## config.mk

```make
export PLATFORM = sky130hd
export DESIGN_NAME = uart_tx
export DESIGN_NICKNAME = d
export VERILOG_FILES = /design/src/rtl/zoom_uart_pkg.sv /design/src/rtl/tx_byte_fifo.sv /design/src/rtl/uart_tx.sv
export SDC_FILE = /design/constraint.sdc
export NUM_CORES = 1
export LEC_CHECK = 0
export CORE_AREA = 2 2 70 122
export DETAILED_ROUTE_END_ITERATION = 16
export DIE_AREA = 0 0 72 124
export HOLD_SLACK_MARGIN = 0.02
export PLACE_DENSITY_LB_ADDON = 0.05
export SKIP_CTS_REPAIR_TIMING = 1
export SLEW_MARGIN = 0
export SYNTH_ARGS = -nofsm -noshare
export SYNTH_HDL_FRONTEND = slang
export SYNTH_SLANG_ARGS = --single-unit
```

## constraint.sdc

```tcl
create_clock -name clk -period 3.2 [get_ports clk]
set_input_delay 0.96 -clock clk [delete_from_list [all_inputs] [get_ports clk]]
set_output_delay 0.96 -clock clk [all_outputs]
set_load 0.03 [all_outputs]
```

## src/rtl/zoom_uart_pkg.sv

```systemverilog
// Shared UART constants and types, used by both uart_tx and uart_rx.
//   tx_state_e       : transmitter FSM states (IDLE/START/DATA/STOP)
//   UART_DEFAULT_DIV : baud divisor loaded at reset, in clock cycles per bit
//   UART_DIV_MIN     : smallest divisor the baud counter accepts
package zoom_uart_pkg;

    typedef enum logic [1:0] {
        ST_IDLE  = 2'd0,
        ST_START = 2'd1,
        ST_DATA  = 2'd2,
        ST_STOP  = 2'd3
    } tx_state_e;

    localparam logic [12:0] UART_DEFAULT_DIV = 13'h1869;
    localparam int unsigned UART_DIV_MIN     = 2;

endpackage

```

## src/rtl/tx_byte_fifo.sv

```systemverilog
// Synchronous byte FIFO that sits between the core's stores and the transmitter.
// Ports:
//   clk, reset       : clock, synchronous active-high reset (empties the FIFO)
//   push, wdata      : write request and byte; ignored while full
//   pop              : read request; ignored while empty
//   rdata            : head-of-queue byte (valid while !empty)
//   full, empty      : occupancy flags
//   count            : current occupancy, 0..FIFO_DEPTH
module tx_byte_fifo #(
    parameter  int FIFO_DEPTH = 4,
    localparam int AW         = $clog2(FIFO_DEPTH),
    localparam int CW         = AW + 1
) (
    input  logic          clk,
    input  logic          reset,
    input  logic          push,
    input  logic [7:0]    wdata,
    input  logic          pop,
    output logic [7:0]    rdata,
    output logic          full,
    output logic          empty,
    output logic [CW-1:0] count
);

    // Pointers carry one extra wrap bit so full and empty are distinguishable
    // when the address bits match.
    logic [AW:0] wptr_q, wptr_d;
    logic [AW:0] rptr_q, rptr_d;
    logic [7:0]  mem_q [FIFO_DEPTH];

    logic do_push, do_pop;

    assign count   = wptr_q - rptr_q;
    assign empty   = (wptr_q == rptr_q);
    assign full    = (count == CW'(FIFO_DEPTH));
    assign rdata   = mem_q[rptr_q[AW-1:0]];

    assign do_push = push && !full;
    assign do_pop  = pop && !empty;

    always_comb begin
        wptr_d = wptr_q;
        rptr_d = rptr_q;
        if (do_push) wptr_d = wptr_q + 1'b1;
        if (do_pop)  rptr_d = rptr_q + 1'b1;
    end

    always_ff @(posedge clk) begin
        if (reset) begin
            wptr_q <= '0;
            rptr_q <= '0;
        end else begin
            wptr_q <= wptr_d;
            rptr_q <= rptr_d;
        end
    end

    // Storage needs no reset; contents are only read between push and pop.
    always_ff @(posedge clk) begin
        if (do_push) mem_q[wptr_q[AW-1:0]] <= wdata;
    end

endmodule

```

## src/rtl/uart_tx.sv

```systemverilog
// Buffered 8N1 UART transmitter, LSB first.
// Ports:
//   clk, reset          : clock, synchronous active-high reset (aborts frame, flushes FIFO)
//   speed, set_speed    : new divisor (cycles per bit) written to the pending divisor
//   tx_data, tx_valid   : byte offer; accepted when tx_valid && tx_ready
//   tx_ready            : FIFO not full
//   tx                  : serial line, registered, idles high
//   busy                : frame on the line or bytes still queued
//   fifo_count          : FIFO occupancy
module uart_tx
    import zoom_uart_pkg::*;
#(
    parameter  int                   FIFO_DEPTH  = 4,
    parameter  int                   DIV_WIDTH   = 13,
    parameter  logic [DIV_WIDTH-1:0] DEFAULT_DIV = DIV_WIDTH'(UART_DEFAULT_DIV),
    localparam int                   CW          = $clog2(FIFO_DEPTH) + 1
) (
    input  logic                 clk,
    input  logic                 reset,
    input  logic [DIV_WIDTH-1:0] speed,
    input  logic                 set_speed,
    input  logic [7:0]           tx_data,
    input  logic                 tx_valid,
    output logic                 tx_ready,
    output logic                 tx,
    output logic                 busy,
    output logic [CW-1:0]        fifo_count
);

    localparam logic [DIV_WIDTH-1:0] DIV_MIN = DIV_WIDTH'(UART_DIV_MIN);

    tx_state_e            state_q, state_d;
    logic [DIV_WIDTH-1:0] cnt_q, cnt_d;       // baud counter, DIV-1 down to 0
    logic [2:0]           bit_q, bit_d;       // data bit index
    logic [7:0]           shift_q, shift_d;
    logic [DIV_WIDTH-1:0] div_act_q, div_act_d;   // divisor of the frame on the line
    logic [DIV_WIDTH-1:0] div_pend_q, div_pend_d; // divisor for the next frame
    logic                 tx_q, tx_d;

    logic       fifo_full, fifo_empty, fifo_pop;
    logic [7:0] fifo_rdata;
    logic       tc, start_frame;

    tx_byte_fifo #(.FIFO_DEPTH(FIFO_DEPTH)) u_fifo (
        .clk   (clk),
        .reset (reset),
        .push  (tx_valid),
        .wdata (tx_data),
        .pop   (fifo_pop),
        .rdata (fifo_rdata),
        .full  (fifo_full),
        .empty (fifo_empty),
        .count (fifo_count)
    );

    assign tx_ready = !fifo_full;
    assign tx       = tx_q;
    assign busy     = (state_q != ST_IDLE) || (fifo_count != '0);

    assign tc = (cnt_q == '0);

    // A new frame begins from IDLE, or straight out of the last stop-bit
    // cycle so back-to-back bytes leave no idle gap on the line.
    assign start_frame = !fifo_empty &&
                         ((state_q == ST_IDLE) || (state_q == ST_STOP && tc));
    assign fifo_pop    = start_frame;

    always_comb begin
        state_d    = state_q;
        cnt_d      = cnt_q;
        bit_d      = bit_q;
        shift_d    = shift_q;
        div_act_d  = div_act_q;
        div_pend_d = div_pend_q;

        if (set_speed) div_pend_d = (speed < DIV_MIN) ? DIV_MIN : speed;

        case (state_q)
            ST_START: begin
                if (tc) begin
                    state_d = ST_DATA;
                    cnt_d   = div_act_q - 1'b1;
                end else begin
                    cnt_d = cnt_q - 1'b1;
                end
            end
            ST_DATA: begin
                if (tc) begin
                    cnt_d = div_act_q - 1'b1;
                    if (bit_q == 3'd7) begin
                        state_d = ST_STOP;
                    end else begin
                        shift_d = shift_q >> 1;
                        bit_d   = bit_q + 1'b1;
                    end
                end else begin
                    cnt_d = cnt_q - 1'b1;
                end
            end
            ST_STOP: begin
                if (tc) state_d = ST_IDLE;
                else    cnt_d   = cnt_q - 1'b1;
            end
            default: ;
        endcase

        // The pending divisor (as registered before this edge) is latched only
        // here, so a set_speed mid-frame never stretches the current frame.
        if (start_frame) begin
            state_d   = ST_START;
            shift_d   = fifo_rdata;
            div_act_d = div_pend_q;
            cnt_d     = div_pend_q - 1'b1;
            bit_d     = '0;
        end

        // tx is registered from the next state, so the line changes on the
        // same edge the state does.
        case (state_d)
            ST_START: tx_d = 1'b0;
            ST_DATA:  tx_d = shift_d[0];
            default:  tx_d = 1'b1;
        endcase
    end

    always_ff @(posedge clk) begin
        if (reset) begin
            state_q    <= ST_IDLE;
            cnt_q      <= '0;
            bit_q      <= '0;
            shift_q    <= '0;
            div_act_q  <= DEFAULT_DIV;
            div_pend_q <= DEFAULT_DIV;
            tx_q       <= 1'b1;
        end else begin
            state_q    <= state_d;
            cnt_q      <= cnt_d;
            bit_q      <= bit_d;
            shift_q    <= shift_d;
            div_act_q  <= div_act_d;
            div_pend_q <= div_pend_d;
            tx_q       <= tx_d;
        end
    end

endmodule

```

Word level (Yosys, flattened, before mapping). Memory sizes are Yosys's and may differ from the RTL's. A register that Yosys moved wholly into a read port is not among the register bits. Index checks and enable logic that the tools add are counted.

Flip-flop bits (word level): 59. Latch bits: 0. Memory bits (writable): 32. Memory bits (read-only): 0. Input port bits: 25. Output and inout port bits: 6. Word-level logic and storage cells: 70. Memories: 1.

Add/subtract/negate cells: 7. $mul: 0. Divide/modulo/power cells: 0. $lt $le $gt $ge: 1. Eq/ne operators: 10. Shift-type cells: 0. Multiplexer cells: 20. Bitwise gates (word level): 1. Reduce and logical (&&, ||, !) cells: 20.

Memories: u_fifo.mem_q (depth 4, width 8, rd ports 1, clocked after Yosys merged registers in 1, write ports 1, RTL line tx_byte_fifo.sv:29) `logic [7:0] mem_q [FIFO_DEPTH];`.

Operator list (count): $mux W13 (4); $sub A13 B1 Y13 const B (3); $mux W8 (4); $pmux W13 S2 (1); $mux W2 (7); $logic_not A13 Y1 (1); $lt A13 B2 Y1 const B (1); $add A3 B1 Y3 const B (3); $eq A2 B2 Y1 const B (3); $eq A3 B3 Y1 const B (2); $pmux W2 S3 (1); $reduce_and A3 Y1 (2); $reduce_bool A2 Y1 (3); $reduce_bool A3 Y1 (2); $eq A2 B1 Y1 const B (2); $logic_and A1 B1 Y1 (4); $reduce_or A2 Y1 (2); $eq A3 B3 Y1 (1); $ne A3 B2 Y1 const B (1); $sub A3 B3 Y3 (1); $logic_not A1 Y1 (2); $logic_not A2 Y1 (1); $logic_or A1 B1 Y1 (2); $mux W1 (2); 4 further kinds (4).

Logic depth before layout (Yosys ltp). Gate-level depths: netlist of run 1.

Depth after elaboration: 7. Mapped depth: 9.

By module. Synthesis of run 1 repeated with hierarchy kept, for this count alone.

Cell total of the unflattened synthesis: 441. Area total of the unflattened synthesis: 4648.2 sq um.

By module, submodules not included: uart_tx (times used 1, cells each 351, area each 3011.6 sq um, seq. area each 1061.0 sq um); tx_byte_fifo (times used 1, cells each 90, area each 1636.6 sq um, seq. area each 1121.1 sq um).

Worst setup path before layout of run 1. OpenSTA, ideal clock, no wires.

Kind: register -> output. Start: register u_fifo.wptr_q[0]. End: output tx_ready. Arrival: 2.081 ns. Data required time: 2.240 ns. Path slack: 0.159 ns. Cell stages (with the launch flop): 6. Cells stage by stage: dfxtp_1 inv_1 ha_1 fa_1 xnor2_1 nand3_1.

Word-level cells in the longest chain between the ends: 3.

Ends and longest elaborated chain: start, declared (RTL line tx_byte_fifo.sv:27) `logic [AW:0] wptr_q, wptr_d;`; start signal, assigned (RTL line tx_byte_fifo.sv:53) `wptr_q <= wptr_d;`; $sub A3 B3 Y3 (RTL line tx_byte_fifo.sv:33) `assign count = wptr_q - rptr_q;`; named net fifo_count[2] (RTL line uart_tx.sv:27) `output logic [CW-1:0] fifo_count`; $eq A3 B3 Y1 (RTL line tx_byte_fifo.sv:35) `assign full = (count == CW'(FIFO_DEPTH));`; $logic_not A1 Y1 (RTL line uart_tx.sv:56) `assign tx_ready = !fifo_full;`; end, declared (RTL line uart_tx.sv:24) `output logic tx_ready,`.

The timed path passes the listed nets, and every way through them passes these cells.

Worst setup path after layout of run 1.
Start: register u_fifo.wptr_q[0]. End: output tx_ready.

Word-level cells in the longest chain between the ends: 3.

Ends and longest elaborated chain (RTL line): $sub A3 B3 Y3 (tx_byte_fifo.sv:33); $eq A3 B3 Y1 (tx_byte_fifo.sv:35); $logic_not A1 Y1 (uart_tx.sv:56).

Every way passes these cells.

==> impl_results.md, run 1 <==
- Commonest non-fill, non-tap cells in the layout: dfxtp_1, nor2_1, nand2_1, edfxtp_1, clkdlybuf4s50_1
- P_leak: 1.911 nW
- Storage element area: 2182 um2
- CP max stage delay: around 0.42 ns
- First-pass GRT wire length: 15.29 mm
- Worst Setup End Kind: primary output
- Final cycle utilization of the critical path: 0.9403
- Post-Syn Nets: 477
- IO Count: 31
- PwrDens: 899.0 nW/um2
- Max Cap Viol: 0
- Setup violations, final: 0
- Setup ws final: around 0.19 ns
- CTS root buf: clkbuf_16
- Initial drt markers: 153
- RD Place Congestion: 0.8580
- Remaining global-route overflow: 0
- Metal2 WL: 4.971 mm
- Slew Limit Fails: 0
- DRT Wirelength: 9.166 mm
- Top FF cell, synth: dfxtp_1
- Actual slew at the worst max-slew pin: a little under 0.8 ns
- Minimum clock period: 3.009 ns
- Ant diodes: 0
- Fin. Hold Viols: 0
- Flops & latches, synth: 93
- Mapped Area: 4544 um2
- Dpl ws: 0.1357 ns
- Initial Util: 0.5746
- Post-DR vias/cell: 5.872
- CTS Buf Count: 9
- Wire per inst: 16.55 um
- F_max: between 300 and 400 MHz
- Worst EP arrival: 2.05 ns
- Nets@finish: 502
- Overall Power: 4.696 mW
- Vias: 3253
- Critical path class: reg -> out
- Largest net degree at the start of global routing: 38
- Placed cell count: 538
- DRT Pass-1 Iters: 5
- Die ar.: 8928 um2
- Highest Signal Layer: met4
- Data required time of the critical path: between 2 and 2.5 ns
- CTS sink count: 93
- Post-DRT Antenna Nets: 0
- Worst-path cell chain: inv_1 -> ha_1 -> fa_1 -> xnor2_2 -> nand3_1 -> dlymetal6s2s_1
- Class of the worst hold path: reg -> reg
- Syn-to-layout area delta: 14.95%
- Row cnt: 43
- Die span in x: 72 um
- Wire length on met3: 317 um
- RSZ-0062 raised after global routing: no
- Fillers: 659
- Die height: 124 um
- Clk_skew: about 0.0066 ns
- Mapped Cells: 434
- WP buf/inv: 2
- Seq/Total Area, Yosys: 0.4802
- EDFF count, synth: 32
- Non-filler instance count after layout: 554
- Core footprint: 7909 um2
- Synth Warn #: 0
- Half-perimeter wire length after placement: 6.830 mm
- Top delay family on crit path: adder cells
- Fraction of registers with async set/reset: 0
- CTS clk-pin slew, worst paths: 0.06 ns
- Vias in the first global route: ~3300
- Max_slew headroom: 0.4752
- Area of the multi-input gates: 2193 um2
- Detailed-route DRC error count: 0
- Share of layout cells above drive strength 1: 0.09483
- Worst-path fanout max: 4
- Mapped Avg Cell Area: ~10 um2
- CP Launch Type: flop
- CTS Buffer Depth: 2
- Status: completed
- M1 WL: about 3.6 mm
- Initial antenna violation count: 0
- Insertion delay to the later sink of the worst-skew pair: approximately 0.34 ns
- Distinct cell type count after synthesis: 63
- Max VDD drop: 0.0006269 V
- Overall Global Routing Usage: 0.2242
- CTS H-tree lvls: 3
- Most common cell after layout, fill and taps aside: dfxtp_1
- Port Buffers: 30
- Crit path max-delay cell type: fa_1
- CTS tree: built
-- sequential cells by signal, summed over array words and instances (netlist names), named ones only --
register / count
u_fifo.mem_q: 32
cnt_q: 13
div_act_q: 13
div_pend_q: 13
shift_q: 8
bit_q: 3
u_fifo.rptr_q: 3
u_fifo.wptr_q: 3
state_q: 2
tx: 1
-- Yosys cell counts (all sizes together) (4+ instances only) --
| master | count | share of area |
|---|---|---|
| inv | 17 | 0.014 |
| a211o | 7 | 0.013 |
| edfxtp | 32 | 0.21 |
| mux4 | 8 | 0.040 |
| and2 | 5 | 0.0069 |
| a21oi | 23 | 0.025 |
| a31oi | 4 | 0.0088 |
| xnor2 | 20 | 0.039 |
| ha | 17 | 0.047 |
| nand2 | 39 | 0.032 |
| a211oi | 14 | 0.023 |
| or3 | 5 | 0.0069 |
| a221oi | 5 | 0.0096 |
| or4 | 4 | 0.0066 |
| nor2 | 42 | 0.035 |
| nor2b | 5 | 0.0069 |
| xor2 | 5 | 0.0096 |
| nor4 | 8 | 0.016 |
| nand3 | 4 | 0.0044 |
| nor3 | 12 | 0.013 |
| nand3b | 6 | 0.0099 |
| buf | 12 | 0.015 |
| clkbuf | 12 | 0.0099 |
| o21ai | 7 | 0.0077 |
| dfxtp | 61 | 0.27 |
| mux2i | 16 | 0.035 |
-- per-stage QoR --
step / TNS, ns / util / hold WS [ns] / cell area [um2]
after detailed placement: 0 / 0.6208 / 0.4809 / 4910
after global placement: 0 / 0.6208 / 0.4706 / 4910
after global routing: 0 / 0.6605 / 0.5022 / 5224
after CTS: -0.4968 / 0.6586 / 0.4899 / 5209
final: 0 / 0.6605 / 0.4880 / 5224
after floorplan: 0 / - / 0.4554 / 4544
-- final cells by class --
type | instances | share of cell area
Multi-Input combinational cell | 300 | 0.4199
Timing Repair Buffer | 38 | 0.07138
Tap cell | 90 | 0.02156
Clock inverter | 7 | 0.01413
Sequential cell | 93 | 0.4177
Inverter | 17 | 0.01222
Clock buffer | 9 | 0.04311
-- report_power, final --
group          internal, mW  leakage, nW  switching [mW]
combinational         0.810        0.971            1.13
clock                 0.609        0.144           0.450
sequential             1.49        0.796           0.217
-- logic make-up after synthesis --
logic type | count (synthesis) | share of synthesized area
AOI/OAI and AO/OA | 86 | 0.1349
xor gates and xnor gates | 25 | 0.04818
adders and majority gates | 18 | 0.05121
buffers and inverters | 41 | 0.03882
DFF | 93 | 0.4802
muxes | 25 | 0.07737
and+or+nand+nor | 146 | 0.1693
-- worst register-to-register path, cell delays in order, from the launching register on --
cell	delay, ns
dfxtp_1	0.41
ha_1	0.34
nor3b_1	0.41
a41oi_1	0.38
a31o_2	0.58
nor3_1	0.28
a211oi_1	0.07
-- path summary, 6_finish.rpt --
path | start | to | slack, ns | depth (start not counted)
setup / recovery | u_fifo.wptr_q[0] | tx_ready | 0.19 | 6
hold reg to reg | div_act_q[10] | div_act_q[10] | 0.49 | 2
hold / removal | div_act_q[10] | div_act_q[10] | 0.49 | 2
setup reg to reg | state_q[0] | cnt_q[4] | 0.58 | 6
-- per-layer routing --
| layer | track usage | up-vias |
|---|---|---|
| met5 | 0 | - |
| met3 | 0.04612 | 18 |
| met4 | 0.1132 | 0 |
| met1 | 0.2409 | 1543 |
| met2 | 0.4086 | 52 |
| li1 | - | 1640 |
Note: power is estimated with default switching activity, not from simulation.
==> run 2, diff against run 1 <==
--- a/config.mk
+++ b/config.mk
@@ -5,9 +5,10 @@
 export SDC_FILE = /design/constraint.sdc
 export NUM_CORES = 1
 export LEC_CHECK = 0
-export CORE_AREA = 2 2 70 122
+export ABC_AREA = 1
+export CORE_AREA = 2 2 72 125
 export DETAILED_ROUTE_END_ITERATION = 16
-export DIE_AREA = 0 0 72 124
+export DIE_AREA = 0 0 74 127
 export HOLD_SLACK_MARGIN = 0.02
 export PLACE_DENSITY_LB_ADDON = 0.05
 export SKIP_CTS_REPAIR_TIMING = 1
==> impl_results.md, run 2 <==
- Critical path class: reg -> out (unchanged)
- Mapped Avg Cell Area: 7.804 um2 (was 10.47 um2)
- Worst-path fanout max: 5 (was 4)
- Class of the worst hold path: reg -> reg (unchanged)
- Vias in the first global route: 4050 (was 3302)
- Global routing usage on met1: 0.2394 (was 0.2409)
- Vias: 4050 (was 3253)
- RD Place Congestion: 0.8864 (was 0.8580)
- Fin. Hold Viols: 0 (unchanged)
- Top delay family on crit path: adder cells (unchanged)
- Share of layout cells above drive strength 1: 0.05435 (was 0.09483)
- IO Count: 31 (unchanged)
- Half-perimeter wire length after placement: 7.973 mm (was 6.830 mm)
- Distinct cell type count after synthesis: 33 (was 63)
- Die height: 127 um (was 124 um)
- Met3 Use GR: 0.05521 (was 0.04612)
- Commonest non-fill, non-tap cells in the layout: nand2_1, nor2_1, dfxtp_1, inv_1, o21ai_0 (was dfxtp_1, nor2_1, nand2_1, edfxtp_1, clkdlybuf4s50_1)
- Post-DRT Antenna Nets: 0 (unchanged)
- CTS clk-pin slew, worst paths: 0.07 ns (was 0.06 ns)
- Count leader, synth: nand2_1 (was dfxtp_1)
- Top FF cell, synth: dfxtp_1 (unchanged)
- CP Launch Type: flop (unchanged)
- Mapped Cells: 615 (was 434)
- Max VDD drop: 0.0007186 V (was 0.0006269 V)
- Minimum clock period: 3.041 ns (was 3.009 ns)
- DRT Wirelength: 10.87 mm (was 9.166 mm)
- DP Area: 5186 um2 (was 4910 um2)
- Worst-path cell chain: inv_1 -> ha_1 -> fa_1 -> xor2_1 -> nor3_1 -> nand2_1 -> dlymetal6s2s_1 (was inv_1 -> ha_1 -> fa_1 -> xnor2_2 -> nand3_1 -> dlymetal6s2s_1)
- EDFF count, synth: 32 (unchanged)
- Actual slew at the worst max-slew pin: 0.7361 ns (was 0.7871 ns)
- Busiest grt layer: met2 (unchanged)
- Nets@finish: 682 (was 502)
- Synth top area cells: dfxtp_1, edfxtp_1, nand2_1 (was dfxtp_1, edfxtp_1, ha_1)
- Wire per inst: 14.32 um (was 16.55 um)
- Crit path max-delay cell type: fa_1 (unchanged)
- CTS sink count: 93 (unchanged)
- Flops & latches, synth: 93 (unchanged)
- F_max: 328.8 MHz (was 332.3 MHz)
- Syn-to-layout area delta: 15.35% (was 14.95%)
- Synth top cells by count: nand2_1, nor2_1, dfxtp_1, inv_1, o21ai_0 (was dfxtp_1, nor2_1, nand2_1, edfxtp_1, a21oi_1)
- Synth Warn #: 0 (unchanged)
- Worst EP arrival: 2.08 ns (was 2.05 ns)
- CTS Buffer Depth: 2 (unchanged)
- First-pass GRT wire length: 17.95 mm (was 15.29 mm)
- P_leak: 2.418 nW (was 1.911 nW)
- Storage element area: 2182 um2 (unchanged)
- Worst hold margin: 0.4762 ns (was 0.4880 ns)
- Die span in x: 74 um (was 72 um)
- Slew Limit Fails: 0 (unchanged)
- DRT Pass-1 Iters: 5 (unchanged)
- Grt met2 use: 0.4879 (was 0.4086)
- Insertion delay to the later sink of the worst-skew pair: 0.35 ns (was 0.34 ns)
- CTS Buf Count: 9 (unchanged)
- Seq/Total Area, Yosys: 0.4546 (was 0.4802)
- CP max stage delay: 0.40 ns (was 0.42 ns)
- Utilization of the core after routing: 0.6660 (was 0.6605)
- Die ar.: 9398 um2 (was 8928 um2)
- Setup violations, final: 0 (unchanged)
- Data required time of the critical path: 2.24 ns (about the same)
- Remaining global-route overflow: 0 (unchanged)
- Ant diodes: 0 (unchanged)
- Final cycle utilization of the critical path: 0.9503 (was 0.9403)
- Post-Syn Nets: 658 (was 477)
- Max_slew headroom: 0.5075 (was 0.4752)
- Synth top area share: 0.2544 (was 0.2687)
- Design Area, Final: 5537 um2 (was 5224 um2)
- Fraction of registers with async set/reset: 0 (unchanged)
- Cell accounting for the most synthesized area: dfxtp_1 (unchanged)
- RSZ-0062 raised after global routing: no (unchanged)
- CTS root buf: clkbuf_16 (unchanged)
- Largest net degree at the start of global routing: 56 (was 38)
- Worst Setup End Kind: primary output (unchanged)
- Max reg flops: 32 (unchanged)
- Overall Global Routing Usage: 0.2521 (was 0.2242)
- Post-DR vias/cell: 5.336 (was 5.872)
- PwrDens: 964.4 nW/um2 (was 899.0 nW/um2)
- WP buf/inv: 2 (unchanged)
- Initial antenna violation count: 0 (unchanged)
- Mapped Area: 4800 um2 (was 4544 um2)
- Initial Util: 0.5774 (was 0.5746)
- Area of the multi-input gates: 2277 um2 (was 2193 um2)
- Port Buffers: 30 (unchanged)
- Status: completed (unchanged)
- Fillers: 717 (was 659)
- Detailed-route DRC error count: 0 (unchanged)
- Initial drt markers: 213 (was 153)
- CTS tree: built (unchanged)
- Row cnt: 44 (was 43)
- Max Cap Viol: 0 (unchanged)
- Core footprint: 8313 um2 (was 7909 um2)
- Overall Power: 5.339 mW (was 4.696 mW)
- Most common cell after layout, fill and taps aside: nand2_1 (was dfxtp_1)
- CTS H-tree lvls: 3 (unchanged)
- Clk_skew: 0.005579 ns (was 0.006606 ns)
run 2: changes by cell type in the layout (fill, tap and decap cells not counted), moves of 7 or more:
cell	change
nand2_1	+81
nor2_1	+62
o21ai_0	+45
inv_1	+41
nand3_1	+35
mux2i_1	-16
xnor2_1	-16
xor2_1	+12
a211oi_1	-11
mux4_2	-8
a211o_1	-7
a21oi_1	+7
run 2: cells by family after synthesis:
logic type | share of synthesized area
fa+ha+maj | 0.04849
simple gates | 0.2560
buf+inv | 0.07091
xor+xnor | 0.03650
compound gates | 0.1335
flops | 0.4546
run 2: worst min-delay path, cell delays in order, from the launching register on:
cell	delay, ns
dfxtp_1	0.31
nand2_1	0.06
a21oi_1	0.06
run 2: worst paths after layout:
check	slack [ns]	depth (start not counted)	to	from
worst max-delay path	0.16	7	busy	u_fifo.wptr_q[0]
worst min-delay path	0.48	2	bit_q[1]	bit_q[1]
worst max register to register	0.92	10	u_fifo.wptr_q[2]	u_fifo.wptr_q[0]
worst min register to register	0.48	2	bit_q[1]	bit_q[1]
run 2: stage by stage:
| step | setup WS [ns] | cells | TNS (ns) |
|---|---|---|---|
| after CTS | -0.2534 | 759 | -0.6459 |
| after global routing | 0.02712 | 759 | 0 |
| after detailed placement | 0.1346 | 743 | 0 |
| after global placement | 0.2216 | 743 | 0 |
| final | 0.1590 | 759 | 0 |
| after floorplan | 0.2215 | 615 | 0 |
run 2: final cells by class:
type,instances,area share
Inverter,58,0.03932
Tap cell,115,0.02599
Multi-Input combinational cell,440,0.4113
Sequential cell,93,0.3941
Timing Repair Buffer,37,0.06780
Clock buffer,13,0.05672
Clock inverter,3,0.004746
run 2: routing by layer:
metal | part of all wire | vias up
li1 | - | 2079
met4 | 0.038 | 0
met2 | 0.58 | 53
met5 | 0 | -
met3 | 0.021 | 27
met1 | 0.36 | 1891
run 2: where the power goes:
part           internal (mW)  leakage [nW]  switching [mW]
Sequential              1.54         0.798           0.258
Clock                  0.697         0.168           0.460
Combinational          0.833          1.45            1.55
Total                   3.07          2.42            2.27
